===== src/rtl/panel_io_ctrl.sv =====
// Front-panel controller: LED channels with static/blink modes, a counted
// beep pattern generator and debounced buttons with press/release/long-press
// events. All timing derives from a shared tick prescaled from aclk.
module panel_io_ctrl #(
  parameter int N_LEDS         = 6,
  parameter int N_BTNS         = 2,
  parameter int CLK_HZ         = 100000000,
  parameter int TICK_HZ        = 1000,
  parameter int DEBOUNCE_T     = 20,
  parameter int LONG_T         = 1000,
  parameter int BLINK_T        = 250,
  parameter int BEEP_ON_T      = 100,
  parameter int BEEP_OFF_T     = 100,
  parameter int BTN_ACTIVE_LOW = 1
) (
  input  logic                aclk,
  input  logic                aresetn,
  input  logic [2*N_LEDS-1:0] led_mode,
  output logic [N_LEDS-1:0]   leds_o,
  input  logic                beep_req,
  input  logic [3:0]          beep_count,
  input  logic                beep_abort,
  output logic                beep_busy,
  output logic                beep_o,
  input  logic [N_BTNS-1:0]   btn_i,
  output logic [N_BTNS-1:0]   btn_level,
  output logic [N_BTNS-1:0]   btn_press,
  output logic [N_BTNS-1:0]   btn_release,
  output logic [N_BTNS-1:0]   btn_long
);

  localparam int DIV      = CLK_HZ / TICK_HZ;
  localparam int PRE_W    = $clog2(DIV);
  localparam int BLINK_W  = (BLINK_T > 1) ? $clog2(BLINK_T) : 1;
  localparam int DB_W     = (DEBOUNCE_T > 1) ? $clog2(DEBOUNCE_T) : 1;
  localparam int LONG_W   = $clog2(LONG_T + 1);
  localparam int BEEP_MAX = (BEEP_ON_T > BEEP_OFF_T) ? BEEP_ON_T : BEEP_OFF_T;
  localparam int BT_W     = (BEEP_MAX > 1) ? $clog2(BEEP_MAX) : 1;

  localparam logic [PRE_W-1:0]   PRE_LAST   = PRE_W'(DIV - 1);
  localparam logic [BLINK_W-1:0] BLINK_LAST = BLINK_W'(BLINK_T - 1);
  localparam logic [DB_W-1:0]    DB_LAST    = DB_W'(DEBOUNCE_T - 1);
  localparam logic [LONG_W-1:0]  LONG_LAST  = LONG_W'(LONG_T - 1);
  localparam logic [LONG_W-1:0]  LONG_SAT   = LONG_W'(LONG_T);
  localparam logic [BT_W-1:0]    ON_LAST    = BT_W'(BEEP_ON_T - 1);
  localparam logic [BT_W-1:0]    OFF_LAST   = BT_W'(BEEP_OFF_T - 1);
  localparam logic [N_BTNS-1:0]  BTN_INV    = {N_BTNS{BTN_ACTIVE_LOW != 0}};

  typedef enum logic [1:0] {BEEP_IDLE, BEEP_ON, BEEP_OFF} beep_state_e;

  logic [PRE_W-1:0]              pre_q, pre_d;
  logic                          tick_q, tick_d;
  logic [BLINK_W-1:0]            blink_q, blink_d;
  logic                          phase_q, phase_d;
  logic [N_LEDS-1:0]             leds_q, leds_d;
  logic [N_BTNS-1:0]             sync1_q, sync2_q, btn_s;
  logic [N_BTNS-1:0][DB_W-1:0]   db_q, db_d;
  logic [N_BTNS-1:0][LONG_W-1:0] hold_q, hold_d;
  logic [N_BTNS-1:0]             level_q, level_d, press_q, press_d;
  logic [N_BTNS-1:0]             release_q, release_d, long_q, long_d;
  beep_state_e                   state_q, state_d;
  logic [3:0]                    remain_q, remain_d;
  logic [BT_W-1:0]               btimer_q, btimer_d;
  logic                          beep_q, beep_d, busy_q, busy_d;

  // Pressed buttons read as 1 from here on regardless of pin polarity.
  assign btn_s = sync2_q ^ BTN_INV;

  // Timebase: one-cycle tick each time the prescaler wraps; blink phase and LED drive.
  always_comb begin
    // NOTE: every _d takes its _q value (or a safe constant) first, so no path can infer a latch.
    tick_d  = (pre_q == PRE_LAST);
    pre_d   = tick_d ? '0 : pre_q + 1'b1;
    blink_d = blink_q;
    phase_d = phase_q;
    leds_d  = '0;
    if (tick_q) begin
      if (blink_q == BLINK_LAST) begin
        blink_d = '0;
        phase_d = ~phase_q;
      end else begin
        blink_d = blink_q + 1'b1;
      end
    end
    for (int i = 0; i < N_LEDS; i++) begin
      case (led_mode[2*i +: 2])
        2'b00:   leds_d[i] = 1'b0;
        2'b01:   leds_d[i] = 1'b1;
        2'b10:   leds_d[i] = phase_q;
        default: leds_d[i] = ~phase_q;
      endcase
    end
  end

  // Per-button debounce, edge events and saturating long-press hold counter.
  always_comb begin
    db_d      = db_q;
    level_d   = level_q;
    hold_d    = hold_q;
    press_d   = '0;
    release_d = '0;
    long_d    = '0;
    for (int i = 0; i < N_BTNS; i++) begin
      if (btn_s[i] == level_q[i]) begin
        db_d[i] = '0;
      end else if (tick_q) begin
        if (db_q[i] == DB_LAST) begin
          db_d[i]      = '0;
          level_d[i]   = btn_s[i];
          press_d[i]   = btn_s[i];
          release_d[i] = ~btn_s[i];
        end else begin
          db_d[i] = db_q[i] + 1'b1;
        end
      end
      if (!level_q[i]) begin
        hold_d[i] = '0;
      end else if (tick_q && (hold_q[i] != LONG_SAT)) begin
        hold_d[i] = hold_q[i] + 1'b1;
        long_d[i] = (hold_q[i] == LONG_LAST);
      end
    end
  end

  // Beeper next-state: counted ON/OFF pattern, abort overrides everything.
  always_comb begin
    state_d  = state_q;
    remain_d = remain_q;
    btimer_d = btimer_q;
    case (state_q)
      BEEP_IDLE: begin
        if (beep_req && (beep_count != 4'd0)) begin
          remain_d = beep_count;
          btimer_d = '0;
          state_d  = BEEP_ON;
        end
      end
      BEEP_ON: begin
        if (tick_q) begin
          if (btimer_q == ON_LAST) begin
            remain_d = remain_q - 4'd1;
            btimer_d = '0;
            state_d  = (remain_q == 4'd1) ? BEEP_IDLE : BEEP_OFF;
          end else begin
            btimer_d = btimer_q + 1'b1;
          end
        end
      end
      BEEP_OFF: begin
        if (tick_q) begin
          if (btimer_q == OFF_LAST) begin
            btimer_d = '0;
            state_d  = BEEP_ON;
          end else begin
            btimer_d = btimer_q + 1'b1;
          end
        end
      end
      default: state_d = BEEP_IDLE;
    endcase
    if (beep_abort) begin
      state_d  = BEEP_IDLE;
      remain_d = '0;
      btimer_d = '0;
    end
    beep_d = (state_d == BEEP_ON);
    busy_d = (state_d != BEEP_IDLE);
  end

  // State registers; every flop clears on reset, including mid-pattern and mid-debounce.
  always_ff @(posedge aclk or negedge aresetn) begin
    if (!aresetn) begin
      pre_q     <= '0;
      tick_q    <= 1'b0;
      blink_q   <= '0;
      phase_q   <= 1'b0;
      leds_q    <= '0;
      sync1_q   <= '0;
      sync2_q   <= '0;
      db_q      <= '0;
      hold_q    <= '0;
      level_q   <= '0;
      press_q   <= '0;
      release_q <= '0;
      long_q    <= '0;
      state_q   <= BEEP_IDLE;
      remain_q  <= '0;
      btimer_q  <= '0;
      beep_q    <= 1'b0;
      busy_q    <= 1'b0;
    end else begin
      // NOTE: non-blocking so every flop samples pre-edge values, like real hardware.
      pre_q     <= pre_d;
      tick_q    <= tick_d;
      blink_q   <= blink_d;
      phase_q   <= phase_d;
      leds_q    <= leds_d;
      sync1_q   <= btn_i;
      sync2_q   <= sync1_q;
      db_q      <= db_d;
      hold_q    <= hold_d;
      level_q   <= level_d;
      press_q   <= press_d;
      release_q <= release_d;
      long_q    <= long_d;
      state_q   <= state_d;
      remain_q  <= remain_d;
      btimer_q  <= btimer_d;
      beep_q    <= beep_d;
      busy_q    <= busy_d;
    end
  end

  assign leds_o      = leds_q;
  assign beep_o      = beep_q;
  assign beep_busy   = busy_q;
  assign btn_level   = level_q;
  assign btn_press   = press_q;
  assign btn_release = release_q;
  assign btn_long    = long_q;

endmodule


===== config.mk =====
export PLATFORM = sky130hd
export DESIGN_NAME = panel_io_ctrl
export DESIGN_NICKNAME = d
export VERILOG_FILES = /design/src/rtl/panel_io_ctrl.sv
export SDC_FILE = /design/constraint.sdc
export NUM_CORES = 1
export LEC_CHECK = 0
export ABC_CLOCK_PERIOD_IN_PS = 1900
export BUFFER_PORTS_ARGS = -buffer_cell sky130_fd_sc_hd__buf_2
export CORE_UTILIZATION = 45
export DETAILED_ROUTE_END_ITERATION = 8
export HOLD_SLACK_MARGIN = 0.05
export PLACE_DENSITY = 0.69
export SETUP_SLACK_MARGIN = 0.15
export SLEW_MARGIN = 10
export SYNTH_ARGS = -nofsm -noshare
export SYNTH_HDL_FRONTEND = slang
export SYNTH_SLANG_ARGS = --single-unit

===== constraint.sdc =====
create_clock -name aclk -period 1.9 [get_ports aclk]
set_clock_uncertainty 0.15 [all_clocks]
set_input_delay 0.19 -clock aclk [delete_from_list [all_inputs] [get_ports aclk]]
set_output_delay 0.19 -clock aclk [all_outputs]
set_load 0.01 [all_outputs]

# Yosys cells after proc, flatten, opt, wreduce, memory -nomap -nowiden
# Index checks and enable logic that the tools add are counted.
[word_totals]
elab_cells = 142
ff_bits = 90
input_bits = 22
out_inout_bits = 16
[op_classes]
add_sub_neg = 8
n_mux = 52
n_reduce_logical = 22
n_bitwise = 6
n_eq_ne = 33
[ops]
columns = ["op", "count"]
rows = [
  ["$mux W10", 4],
  ["$mux W5", 6],
  ["$mux W7", 4],
  ["$add A10 B1 Y10 const B", 2],
  ["$eq A10 B10 Y1 const B", 2],
  ["$ne A10 B10 Y1 const B", 2],
  ["$pmux W1 S3", 6],
  ["$add A17 B1 Y17 const B", 1],
  ["$eq A17 B17 Y1 const B", 1],
  ["$mux W17", 1],
  ["$eq A2 B1 Y1 const B", 8],
  ["$mux W1", 16],
  ["$mux W4", 4],
  ["$eq A2 B2 Y1 const B", 7],
  ["$logic_not A2 Y1", 7],
  ["$mux W2", 7],
  ["$pmux W7 S2", 1],
  ["$add A5 B1 Y5 const B", 2],
  ["$eq A5 B5 Y1 const B", 2],
  ["$ne A3 B3 Y1 const B", 3],
  ["$reduce_and A3 Y1", 3],
  ["$add A8 B1 Y8 const B", 1],
  ["$eq A8 B8 Y1 const B", 1],
  ["$mux W8", 1],
  ["other kinds (18)", 29],
]

# Logic depth before layout (Yosys ltp)
# Gate-level depths: netlist of run 1.
[depth]
depth_word = 7
mapped_depth = 7
depth_no_buf = 6

# Worst setup path before layout of run 1
# OpenSTA, ideal clock, no wires.
[synth_path]
path_type = "register to register"
startpoint = "register state_q[0]"
endpoint = "register btimer_q[6]"
setup_slack_ps = -160
path_stages_with_launch = 7
arrival_time_ps = 1831
path_buffers = 0
t_required_ps = 1671
setup_time_ps = 79
synth_period_minus_slack_ps = 2060
cell_sequence = "dfrtp_1 -> inv_1 -> ha_1 -> mux2_1 -> a21bo_4 -> a2111oi_4 -> mux2i_1"
[synth_between]
elab_chain_cells = 4
elab_cells_between_ends = 10
cone_classes = "4 x eq/ne; 2 x mux; 4 x reduce/logical"
[synth_lines]
columns = ["item", "line_no", "rtl"]
rows = [
  ["start: declaration", "61", "beep_state_e state_q, state_d;"],
  ["start signal: assignment", "206", "state_q <= state_d;"],
  ["$eq A2 B2 Y1 / $eq A2 B1 Y1 (equally long branches)", "130", "case (state_q)"],
  ["$reduce_or A2 Y1 (no source line)", "--", ""],
  ["$ne A3 B1 Y1 (no source line) (tied with other cells)", "--", ""],
  ["$reduce_and A3 Y1 (no source line) / $mux W7 (equally long branches)", "--", ""],
  ["end signal: assignment", "208", "btimer_q <= btimer_d;"],
  ["end: declaration", "63", "logic [BT_W-1:0] btimer_q, btimer_d;"],
]
# Several ways; a longest one is shown, not always the timed one.
# A chain may end at the register's enable or synchronous reset.

# Worst setup path in the final report of run 1
[layout_path]
startpoint = "register remain_q[1]"
endpoint = "register state_q[1]"
[layout_between]
elab_chain_cells = 6
[layout_lines]
columns = ["item", "line_no", "rtl"]
rows = [
  ["start: declaration", "62", "logic [3:0] remain_q, remain_d;"],
  ["start signal: assignment", "207", "remain_q <= remain_d;"],
  ["$eq A4 B1 Y1", "143", "state_d = (remain_q == 4'd1) ? BEEP_IDLE : BEEP_OFF;"],
  ["$mux W2", "143", ""],
  ["$mux W2", "140", "if (btimer_q == ON_LAST) begin"],
  ["$mux W2", "139", "if (tick_q) begin"],
  ["$pmux W2 S3", "130", ""],
  ["$mux W2", "161", "if (beep_abort) begin"],
  ["named net state_d[1]", "61", ""],
]
# The timed path passes the listed nets, and every way through them passes these cells.

==> results of run 1 <==
==> kinds of logic after synthesis <==
| kind of cell | after synthesis | share of synthesized area |
|---|---|---|
| and+or+nand+nor | 178 | 0.215 |
| buffers and inverters | 35 | 0.0301 |
| AOI/OAI and AO/OA | 74 | 0.121 |
| adders and majority gates | 16 | 0.0433 |
| muxes | 15 | 0.0333 |
| DFF | 90 | 0.488 |
| xor gates and xnor gates | 37 | 0.0702 |
==> synth_stat cells (4+ instances only) <==
master | number | area (µm²)
dfrtp_1 | 90 | 2250
nand2_1 | 38 | 143
nor2_1 | 24 | 90.1
inv_1 | 22 | 82.6
xor2_1 | 19 | 166
xnor2_1 | 18 | 158
ha_1 | 16 | 200
nand4_1 | 16 | 100
a21oi_1 | 15 | 75.1
and2_1 | 14 | 87.6
nand3_1 | 13 | 65.1
mux2i_1 | 12 | 120
nor2b_1 | 12 | 75.1
o21ai_0 | 12 | 60.1
nor3_1 | 11 | 55.1
and3_1 | 9 | 56.3
clkbuf_1 | 8 | 30.0
o211ai_1 | 8 | 60.1
a21boi_1 | 6 | 45.0
or3_1 | 6 | 37.5
a31oi_1 | 5 | 31.3
nor3b_1 | 5 | 37.5
nor4bb_1 | 5 | 50.1
and4_1 | 4 | 35.0
nand2b_1 | 4 | 25.0
o21ai_1 | 4 | 20.0
==> power groups by stage <==
stage	clock network [mW]	logic [mW]	registers (mW)
finish	1.29	0.440	1.97
global route	1.42	0.482	1.97
CTS	1.34	0.398	1.96
detailed placement	0	0.332	2.00
global placement	0	0.327	2.00
floorplan	0	0.183	2.01
==> repair_timing <==
item / CTS / global route
hold buffers: 16 / 0
setup endpoints to repair: 12 / 40
buffers inserted: 6 / 13
resized for setup: 16 / 29
gates cloned: 0 / 0
endpoints found under the hold margin: 100 / 0
pin swaps: 4 / 10
==> per-layer routing <==
metal / vias up / global-route usage / part of all wire
li1: 1747 / - / -
met1: 1721 / 0.216 / 0.44
met2: 77 / 0.311 / 0.50
met3: 25 / 0.0336 / 0.032
met4: 0 / 0.0878 / 0.025
met5: - / 0 / 0
==> flip-flops by register name, indices dropped and copies added (netlist names) <==
| signal | cells |
|---|---|
| btn_long | 2 |
| btimer_q | 7 |
| state_q | 2 |
| sync1_q | 2 |
| btn_level | 2 |
| beep_busy | 1 |
| leds_o | 6 |
| blink_q | 8 |
| beep_o | 1 |
| btn_press | 2 |
| phase_q | 1 |
| hold_q | 20 |
| btn_release | 2 |
| db_q | 10 |
| tick_q | 1 |
| sync2_q | 2 |
| pre_q | 17 |
| remain_q | 4 |
==> final timing paths <==
check	from	to	depth (start not counted)
max in group asynchronous	aresetn	hold_q[0]$_DFFE_PN0P_	3
hold / removal	beep_count[0]	remain_q[0]$_DFFE_PN0P_	3
min in group asynchronous	aresetn	sync1_q[0]$_DFF_PN0_	2
setup reg to reg	remain_q[1]$_DFFE_PN0P_	state_q[1]$_DFF_PN0_	7
hold reg to reg	sync1_q[1]$_DFF_PN0_	sync2_q[1]$_DFF_PN0_	0
setup / recovery	remain_q[1]$_DFFE_PN0P_	state_q[1]$_DFF_PN0_	7
==> cell type report <==
cell class	count	area share
Clock inverter	3	0.00692
Clock buffer	11	0.0262
Inverter	22	0.0143
Tap cell	133	0.0288
Timing Repair Buffer	88	0.112
Multi-Input combinational cell	320	0.422
Sequential cell	90	0.389
==> placed cells by master (no fill, tap or decap), drive strengths merged, types with 13 or more instances in the layout <==
| cell | instances |
|---|---|
| nand4 | 16 |
| ha | 16 |
| dfrtp | 90 |
| nand3 | 13 |
| nor2 | 24 |
| xnor2 | 18 |
| o21ai | 16 |
| nand2 | 39 |
| and2 | 14 |
| dlygate4sd3 | 16 |
| a21oi | 16 |
| inv | 22 |
| xor2 | 19 |
| buf | 72 |
==> critical path, cell delays in order (launching register included) <==
cell	delay, ns
dfrtp_1	0.41
inv_2	0.08
ha_4	0.12
or3b_1	0.35
and4_4	0.18
a221oi_2	0.25
buf_4	0.19
nor3_4	0.04
==> metrics by stage <==
stage                     worst slack, ns   util  std cells  TNS (ns)  power, mW
after CTS                          0.0210  0.562        654         0       3.70
after floorplan                    0.0161      -        445         0       2.19
after global routing              -0.0413  0.587        667    -0.145       3.87
final                              0.0130  0.587        667         0       3.70
after global placement            0.00720  0.515        618         0       2.33
after detailed placement          -0.0860  0.515        618    -0.275       2.34
==> flow_summary_export.csv, run 1 <==
group,metric,value,unit
run_status,status,"finished, final reports clean",
layout,multi_input_area,2440,µm²
sta,tightestPinTransition,0.469,ns
pwr,seqPwrFrac,0.532,
clock_tree,cts_tree,"done",
routing,totalWireLength,9100,µm
die,coreArea,9860,µm²
clock_tree,cts-buffers-inserted,9,
sta,finalCritPeriodShare,0.993,
sta,max-slew-margin-rel,0.686,
synthesis,synth.distinct_cells,57,
grt,grt_pass1_vias,3434,
die,rows,36,
synthesis,synthesis.area,4620,µm²
pwr,pwr-share-comb,0.119,
routing,firstDrtPassIters,4,
worst_setup_path,end_kind,"register",
layout,num_antenna_cells,0,
layout,ff_latch_area,2250,µm²
sta,setup_violations,0,
synthesis,async_reset_ff_frac,1.00,
grt,track_usage,0.180,
placed_design,dpl.hpwl,5770,µm
synthesis,syn_area_per_cell,10.4,µm²
synthesis,synth_ff_type,"dfrtp_1",
worst_setup_path,start_kind,"register",
clock_tree,cts_num_sinks,90,
clock_tree,clockBufferDepth,2,
placed_design,io_buffers,37,
clock_tree,clkTransAtPathRegs,0.08,ns
clock_tree,clock_latency,0.35,ns
synthesis,postSynthCellCount,445,
die,dieArea,10700,µm²
pwr,switching_share,0.238,
grt,grt.overflow.total,0,
layout,area_growth,25.2,%
placed_design,place_congestion,0.782,
grt,grt_max_degree,36,
synthesis,yosys_warnings,0,
pwr,clockPowerShare,0.349,
routing,drtAntennaViolNets,0,
worst_setup_path,crit_type,"reg -> reg",
layout,nets,569,
layout,drive_gt1_frac,0.249,
routing,vias,3570,
placed_design,post_dp_cell_area,5080,µm²
layout,n_fill_cell,808,
flow_run,maxCapViolCount,0,
synthesis,syn_nets,483,
sta,hold_viol_final,0,
sta,drv_slew,0,
sta,hold-worst-slack,0.0842,ns
routing,viasPerCell,5.35,
die,die_y,103,µm
sta,fin_crit,1.89,ns
routing,route.detailed.drc,0,
routing,drt_iter0_drc,86,
synthesis,yosysSeqAreaShare,0.488,
sta,rsz0062_at_grt,"true",
layout,final_area,5790,µm²
synthesis,synth_edf_count,0,
clock_tree,cts_max_level,3,
clock_tree,cts_root_buffer,"clkbuf_8",
die,ioPinCount,38,
pwr,switching_power,878,µW
routing,drt-wirelength-per-cell,13.6,µm
worst_setup_path,cp.arrival,1.97,ns
worst_setup_path,crit_required,1.98,ns
die,start_util,0.468,
hold_path,hp-class,"in -> reg",
die,fp.dieW,103,µm
pwr,p_leak,2.52,nW
sta,fmax,530,MHz
worst_setup_path,crit_fanout,3,
synthesis,ys_seq_elements,90,
grt,grt_first_pass_wirelength,14800,µm
pwr,ir_drop,0.374,mV
grt,antenna_found_initial,0,
worst_setup_path,r2r_setup_slack,0.01,ns
pwr,power_density,639,nW/µm²
pwr,internal-power,2.82,mW
Power figures use the tool's default switching activity.
==> run 2, diff against run 1 <==
--- a/config.mk
+++ b/config.mk
@@ -7,10 +7,10 @@
 export LEC_CHECK = 0
 export ABC_CLOCK_PERIOD_IN_PS = 1900
 export BUFFER_PORTS_ARGS = -buffer_cell sky130_fd_sc_hd__buf_2
-export CORE_UTILIZATION = 45
+export CORE_UTILIZATION = 30
 export DETAILED_ROUTE_END_ITERATION = 8
 export HOLD_SLACK_MARGIN = 0.05
-export PLACE_DENSITY = 0.69
+export PLACE_DENSITY = 0.51
 export SETUP_SLACK_MARGIN = 0.15
 export SLEW_MARGIN = 10
 export SYNTH_ARGS = -nofsm -noshare
==> run 2 against run 1 <==
First-iteration DRC count up 120%. Via count down 1.9%. Die area up 49%. Non-clock buffer count down 6. Final cell count up 7.0%. Count of clock-buffer cells in the layout unchanged. Utilization down 18 points. Maximum frequency up 0.31%. Sequential cell count unchanged. Final area up 2.8%. Total power up 17%. Critical path type unchanged.
==> flow_summary_export.csv, run 2 (synthesized netlist as in run 1, its figures left out) <==
group,metric,value,unit
sta,max-slew-margin-rel,0.679,
routing,viasPerCell,4.90,
sta,setup_tns,0,ns
worst_setup_path,r2r-start,"state_q[1]$_DFF_PN0_",
grt,grt.met2_usage,0.201,
die,die_y,126,µm
grt,grt_max_degree,91,
sta,tightestPinTransition,0.480,ns
sta,finalCritPeriodShare,0.990,
grt,antenna_found_initial,0,
worst_setup_path,cp.arrival,2.00,ns
worst_setup_path,crit_path_top_delay_cell,"dfrtp_1",
worst_setup_path,r2r_setup_slack,0.02,ns
layout,num_antenna_cells,0,
run_status,status,"finished, final reports clean",
worst_setup_path,r2r-end,"btimer_q[6]$_DFFE_PN0P_",
clock_tree,cts_tree,"done",
routing,drtAntennaViolNets,0,
die,coreArea,14800,µm²
sta,hold_viol_final,0,
worst_setup_path,start_kind,"register",
worst_setup_path,cpLargestDelayFamily,"compound AO/OA/AOI/OAI gates",
sta,setup_violations,0,
grt,top_usage_layer,"met2",
layout,layoutNonFillerInstCount,714,
hold_path,hold-path-endpoint,"remain_q[0]$_DFFE_PN0P_",
grt,use_met1,0.157,
routing,drt_iter0_drc,188,
hold_path,holdCritStartpoint,"beep_abort",
layout,top_regs,"hold_q: 20 flops, pre_q: 17 flops, db_q: 10 flops",
routing,drt-wirelength-per-cell,13.1,µm
die,dieArea,15900,µm²
die,start_util,0.313,
layout,largest_register_ffs,20,
pwr,ir_drop,0.424,mV
sta,rsz0062_at_grt,"true",
sta,fin_crit,1.88,ns
routing,firstDrtPassIters,4,
worst_setup_path,r2r_cells,6,
layout,regMostFlops,"hold_q",
sta,fmax,532,MHz
pwr,p_leak,2.57,nW
worst_setup_path,end_kind,"register",
grt,met3_usage,0.0327,
clock_tree,cts_max_level,3,
placed_design,dpl.hpwl,5800,µm
routing,totalWireLength,9380,µm
die,ioPinCount,38,
clock_tree,clkTransAtPathRegs,0.07,ns
clock_tree,cts-buffers-inserted,9,
routing,route.detailed.drc,0,
placed_design,place_ws,-0.104,ns
placed_design,io_buffers,37,
clock_tree,cts_root_buffer,"clkbuf_16",
hold_path,hp-class,"in -> reg",
layout,area_growth,28.7,%
pwr,power_density,728,nW/µm²
worst_setup_path,crit_path_max_incr_delay,0.39,ns
worst_setup_path,crit_required,2.02,ns
clock_tree,clock_latency,0.35,ns
clock_tree,clockBufferDepth,2,
placed_design,dp_cells,671,
clock_tree,cts_num_sinks,90,
sta,setup_ws,0.0189,ns
layout,drive_gt1_frac,0.247,
layout,most-common-layout-cells,"89 x dfrtp_1, 37 x nand2_1, 36 x buf_2",
worst_setup_path,cp_num_buf_inv,1,
placed_design,place_congestion,0.816,
die,rows,44,
worst_setup_path,path_cells,"inv_2, ha_4, mux2_4, a21bo_4, a2111oi_4, mux2i_1",
flow_run,maxCapViolCount,0,
die,fp.dieW,126,µm
worst_setup_path,crit_fanout,6,
grt,grt_pass1_vias,3444,
grt,grt_first_pass_wirelength,15900,µm
grt,track_usage,0.125,
hold_path,whs_path_depth,2,
grt,grt.overflow.total,0,
routing,vias,3501,
worst_setup_path,crit_type,"reg -> reg",
layout,final_common_cell,"dfrtp_1",
pwr,p_total,4.33,mW
layout,nets,563,
sta,drv_slew,0,
==> run 2: per-layer routing <==
| layer | vias up | routed length, µm |
|---|---|---|
| met4 | 0 | 160 |
| met1 | 1691 | 4470 |
| li1 | 1744 | - |
| met3 | 10 | 326 |
| met2 | 56 | 4430 |
| met5 | - | 0 |
==> run 2: report_power, final <==
part | internal [mW] | total, mW | switching, mW
Clock | 1.18 | 1.94 | 0.753
Sequential | 1.95 | 1.97 | 0.0223
Combinational | 0.197 | 0.424 | 0.227
==> run 2: how the worst max path moves through the flow <==
stage	to	from	cells after the start	slack (ns)
3_3_place_gp	btimer_q[6]$_DFFE_PN0P_	btimer_q[0]$_DFFE_PN0P_	5	-0.0007
4_1_cts	btimer_q[6]$_DFFE_PN0P_	state_q[1]$_DFF_PN0_	6	0.02
3_5_place_dp	btimer_q[3]$_DFFE_PN0P_	btimer_q[0]$_DFFE_PN0P_	5	-0.10
5_1_grt	btimer_q[6]$_DFFE_PN0P_	state_q[1]$_DFF_PN0_	6	-0.06
6_report	btimer_q[6]$_DFFE_PN0P_	state_q[1]$_DFF_PN0_	6	0.02
2_1_floorplan	btimer_q[2]$_DFFE_PN0P_	state_q[1]$_DFF_PN0_	6	0.02
==> run 2: stage by stage <==
stage	utilization	hold WS [ns]	instance area [µm²]
floorplan	-	-0.256	4640
global placement	0.349	0.129	5150
detailed placement	0.349	0.129	5150
CTS	0.386	0.0505	5700
global route	0.403	0.0884	5950
finish	0.403	0.0927	5950
==> run 2: cell type report <==
class / count / area, µm²
Tap cell: 184 / 230
Inverter: 22 / 82.6
Timing Repair Buffer: 82 / 591
Sequential cell: 90 / 2250
Multi-Input combinational cell: 320 / 2470
Clock inverter: 5 / 77.6
Fill cell: 1407 / 8810
Clock buffer: 11 / 243
==> run 2: repair_timing <==
action	CTS	global route
buffers inserted	7	5
gates resized for setup	8	40
endpoints found under the setup margin	14	35
hold endpoints to repair	98	0
hold buffers	15	0
pin swaps	5	14
==> run 2: worst reg2reg max path: stages, from the launching register on <==
cell	delay, ns
dfrtp_1	0.39
inv_2	0.08
ha_4	0.21
mux2_4	0.20
a21bo_4	0.25
a2111oi_4	0.30
mux2i_1	0.22
